## src/rtl/mem_sequencer.sv

```systemverilog
`default_nettype none
// ============================================================================
// Module      : mem_sequencer
// Description : Sequences single-word writes and 1..16 word read bursts onto
//               a synchronous, active-low-enabled memory port.
// Revision    : 1.0 - initial release
// ============================================================================
module mem_sequencer #(
    parameter int AddrWidth = 8,
    parameter int DataWidth = 16
) (
    input  logic                 Clk,
    input  logic                 Reset,
    input  logic                 Req,
    input  logic                 Wr,
    input  logic [AddrWidth-1:0] Req_Addr,
    input  logic [DataWidth-1:0] Req_Data,
    input  logic [3:0]           Burst_Len,
    output logic                 Ready,
    output logic [DataWidth-1:0] Rd_Data,
    output logic                 Rd_Valid,
    output logic                 Rd_Last,
    output logic                 Wr_Done,
    output logic [AddrWidth-1:0] Mem_Addr,
    output logic [DataWidth-1:0] Mem_DIn,
    input  logic [DataWidth-1:0] Mem_DOut,
    output logic                 Mem_Write_EN,
    output logic                 Mem_En
);

    localparam logic [1:0] c_IDLE  = 2'd0;
    localparam logic [1:0] c_READ  = 2'd1;
    localparam logic [1:0] c_WRITE = 2'd2;

    logic [1:0] r_state;
    logic [3:0] r_remaining;

    always_ff @(posedge Clk) begin
        if (Reset) begin
            r_state      <= c_IDLE;
            r_remaining  <= 4'd0;
            Ready        <= 1'b1;
            Mem_En       <= 1'b1;
            Mem_Write_EN <= 1'b1;
            Rd_Valid     <= 1'b0;
            Rd_Last      <= 1'b0;
            Wr_Done      <= 1'b0;
            Mem_Addr     <= '0;
            Mem_DIn      <= '0;
            Rd_Data      <= '0;
        end else begin
            // Status strobes are pulses: cleared unless re-asserted below.
            Rd_Valid <= 1'b0;
            Rd_Last  <= 1'b0;
            Wr_Done  <= 1'b0;

            case (r_state)
                c_IDLE: begin
                    if (Req && Ready) begin
                        Mem_Addr <= Req_Addr;
                        Mem_En   <= 1'b0;
                        Ready    <= 1'b0;
                        if (Wr) begin
                            Mem_DIn      <= Req_Data;
                            Mem_Write_EN <= 1'b0;
                            r_state      <= c_WRITE;
                        end else begin
                            Mem_Write_EN <= 1'b1;
                            r_remaining  <= Burst_Len;
                            r_state      <= c_READ;
                        end
                    end
                end

                c_READ: begin
                    // Memory presented the word for Mem_Addr on the last falling edge.
                    Rd_Data  <= Mem_DOut;
                    Rd_Valid <= 1'b1;
                    if (r_remaining != 4'd0) begin
                        Mem_Addr    <= Mem_Addr + 1'b1;
                        r_remaining <= r_remaining - 4'd1;
                    end else begin
                        Rd_Last <= 1'b1;
                        Mem_En  <= 1'b1;
                        Ready   <= 1'b1;
                        r_state <= c_IDLE;
                    end
                end

                c_WRITE: begin
                    Mem_En       <= 1'b1;
                    Mem_Write_EN <= 1'b1;
                    Wr_Done      <= 1'b1;
                    Ready        <= 1'b1;
                    r_state      <= c_IDLE;
                end

                default: begin
                    Mem_En       <= 1'b1;
                    Mem_Write_EN <= 1'b1;
                    Ready        <= 1'b1;
                    r_state      <= c_IDLE;
                end
            endcase
        end
    end

endmodule
`default_nettype wire

```

## config.mk

```make
export PLATFORM = sky130hd
export DESIGN_NAME = mem_sequencer
export DESIGN_NICKNAME = d
export VERILOG_FILES = /design/src/rtl/mem_sequencer.sv
export SDC_FILE = /design/constraint.sdc
export NUM_CORES = 1
export LEC_CHECK = 0
export ABC_AREA = 1
export CAP_MARGIN = 10
export CORE_ASPECT_RATIO = 0.75
export CORE_MARGIN = 10
export CORE_UTILIZATION = 42
export DETAILED_ROUTE_END_ITERATION = 8
export PLACE_DENSITY = 0.91
export SYNTH_ARGS = -nofsm -noshare
export SYNTH_HDL_FRONTEND = slang
export SYNTH_SLANG_ARGS = --single-unit
export TNS_END_PERCENT = 100
```

## constraint.sdc

```tcl
create_clock -name Clk -period 1.6 [get_ports Clk]
set_input_delay 0.24 -clock Clk [delete_from_list [all_inputs] [get_ports Clk]]
set_output_delay 0.24 -clock Clk [all_outputs]
set_load 0.05 [all_outputs]
```

==> metrics.md <==
| Metric | Value |
|---|---|
| DRT antenna net count | 0 |
| Setup tns final | 0 ps |
| Initial drt markers | 59 |
| Final WL | 5915 um |
| Most common cell after layout, fill and taps aside | nor2_1 |
| Post-Synth Adder-Cell Area | 0.01161 |
| Slew Viols, Final | 0 |
| Residual DRC count | 0 |
| Max FO, Critical Path | 7 |
| DR WL/cell | 13.35 um |
| Synth Area in Simple Gates | 0.2803 |
| Detailed Routing Iterations Pass 1 | 4 |
| Gr ovfl total | 0 |
| Num Clock Sinks | 51 |
| Chip width | 102.7 um |
| Post_cts resized | 0 |
| Clock tree buffer depth | 2 |
| CTS tree | built |
| Yosys reg bits | 51 |
| Die area | 8428 um^2 |
| Pleak | 1.432 nW |
| Ranking of synthesized cells by area | dfxtp_1, nor2_1, o21ai_0, nand2_1, inv_1 |
| Antenna violations before repair | 0 |
| Mapped cell area | 2156 um^2 |
| Design area | 3167 um^2 |
| RSZ-0062 raised after global routing | no |
| Critical Path AT | 1680 ps |
| Compound-Gate Fraction of Synth Area | 0.1474 |
| Clock transition at path regs | 90 ps |
| DPL Wire Length | 4533 um |
| Largest family of logic cells by synthesized area | simple AND/OR/NAND/NOR gates |
| Die height | 82.05 um |
| Tcrit/Tclk final | 0.9306 |
| Placed Area | 3049 um^2 |
| VDD IR max | 0.5567 mV |
| Later-pin clock latency in the skew report | 290 ps |
| Core Rows | 22 |
| First-pass GRT wire length | 9356 um |
| Root Buffer | clkbuf_8 |
| Ys Warns | 0 |
| Fmax | 671.6 MHz |
| Hold Crit Class | reg -> reg |
| # IOs | 94 |
| Fill count | 439 |
| Number of setup buffers added after CTS | 0 |
| Initial Util | 0.4375 |
| Layout cell share with drive strength beyond 1 | 0.1854 |
| Register area share after synthesis | 0.4736 |
| Final Util | 0.6427 |
| Worst endpoint required time | 1790 ps |
| Worst Tran Pin Value | 299.5 ps |
| Mux contribution to synthesized area | 0.004643 |
| Synthesized area per cell | 7.460 um^2 |
| Num CTS Buffers | 5 |
| GPL Wtd Cong | 0.7825 |
| Nets | 432 |
| Most frequent cells in the layout | nor2_1, dfxtp_1, buf_4, o21ai_0, clkdlybuf4s50_1 |
| Finish-stage setup viols | 0 |
| Largest net degree at the start of global routing | 35 |
| Pwr Density | 1117 nW/um^2 |
| Synth Area in XOR/XNOR | 0.008125 |
| Min Tclk post-route | 1489 ps |
| Relative slew margins | 0.8003 |
| Critical path endpoint category | flop |
| Post-synth cell types | 26 |
| Via count | 2140 |
| Total GRT Usage | 0.1365 |
| Hold buffer count at CTS | 0 |
| Vias in the first global route | 1982 |
| Core area | 4927 um^2 |
| Post-synth top area share | 0.4736 |
| Ant diodes | 0 |
| Status | finished, final reports clean |
| Gate count after technology mapping | 289 |
| Hold Vio Cnt, Final | 0 |
| Setup CP Type | reg -> reg |
| Leading area contributor after synthesis | dfxtp_1 |
| Vias/cell | 4.831 |
| CTS H-tree lvls | 2 |
| Critical path launch point type | flop |
| Max_cap viols | 0 |
| Syn nets | 339 |
| P&R area growth vs syn | 46.90% |
| Clock Skew | 3.952 ps |
| I/O Buffers | 93 |
## Yosys cell counts
master / instances
nor2_2: 1
nand3_1: 10
nor2_1: 84
xor2_1: 2
nand3_4: 1
nand2_4: 3
nor2_8: 1
nand4_1: 1
ha_1: 2
mux2i_1: 1
inv_1: 16
a21oi_1: 11
o211ai_1: 1
or2_2: 1
nor2_4: 1
buf_4: 2
dfxtp_1: 51
buf_2: 4
o21ai_1: 2
o211a_1: 1
o21ai_0: 47
nor3_1: 2
buf_6: 3
clkbuf_1: 5
nand2_1: 34
inv_4: 2
## kinds of logic after synthesis
logic type               count (synthesis)
buffers and inverters                   32
XOR/XNOR                                 2
AND/OR/NAND/NOR                        139
AO/OA/AOI/OAI                           62
adder cells (fa/ha/maj)                  2
multiplexers                             1
flip-flops                              51
## power by group
part / internal [mW] / total (mW) / switching (mW) / leakage (nW)
clock network: 0.506 / 0.914 / 0.408 / 0.0612
registers: 1.39 / 1.48 / 0.0890 / 0.418
logic: 0.420 / 1.14 / 0.724 / 0.953
total: 2.32 / 3.54 / 1.22 / 1.43
## worst max-delay path: stages (launching register included)
cell     delay [ps]
dfxtp_1         360
inv_1            60
ha_1            220
nand3_1         150
nand2_4         100
nand2_1         200
inv_1           120
nor2_1          120
nor2_1           60
## registers in the layout, summed over array words and instances, names as in the netlist
register	flops
Mem_Addr	8
Mem_Write_EN	1
Rd_Last	1
Rd_Data	16
Mem_En	1
Wr_Done	1
Mem_DIn	16
r_state	2
r_remaining	4
Rd_Valid	1
## routing by layer
| metal | wire [um] | share of wire | global-route usage |
|---|---|---|---|
| met5 | 0 | 0 | 0 |
| met4 | 49 | 0.0083 | 0.03511 |
| met2 | 2799 | 0.47 | 0.2206 |
| met1 | 2464 | 0.42 | 0.1586 |
| met3 | 600 | 0.10 | 0.06795 |
## through the flow
step / setup slack, ps / hold WS, ps / cells / total power [mW]
finish: 111.0 / 474.1 / 443 / 3.539
global route: 3.578 / 509.0 / 443 / 3.719
CTS: 127.8 / 482.7 / 443 / 3.580
detailed placement: 50.16 / 461.9 / 435 / 2.661
global placement: 113.1 / 458.9 / 435 / 2.639
floorplan: 74.23 / 368.2 / 289 / 2.256
## worst paths after layout
| check | from | endpoint | slack (ps) | cells after the start |
|---|---|---|---|---|
| worst max-delay path | r_remaining[0]$_SDFFE_PP0P_ | r_remaining[0]$_SDFFE_PP0P_ | 110 | 8 |
| worst min-delay path | Mem_Write_EN$_SDFFE_PP1P_ | Mem_Write_EN$_SDFFE_PP1P_ | 470 | 2 |
| worst min register to register | Mem_Write_EN$_SDFFE_PP1P_ | Mem_Write_EN$_SDFFE_PP1P_ | 470 | 2 |
| worst max register to register | r_remaining[0]$_SDFFE_PP0P_ | r_remaining[0]$_SDFFE_PP0P_ | 110 | 8 |
## final cells by class
class,instances,area [um^2],area share
clock buffers,6,82.58,0.02608
clock inverters,2,35.03,0.01106
inverters,18,72.57,0.02292
multi-input cells,206,974.7,0.3078
flip-flops and latches,51,1021,0.3224
well taps,60,75.07,0.02371
repair buffers,100,905.9,0.2861
No activity file was read; power rests on OpenSTA's default activity.
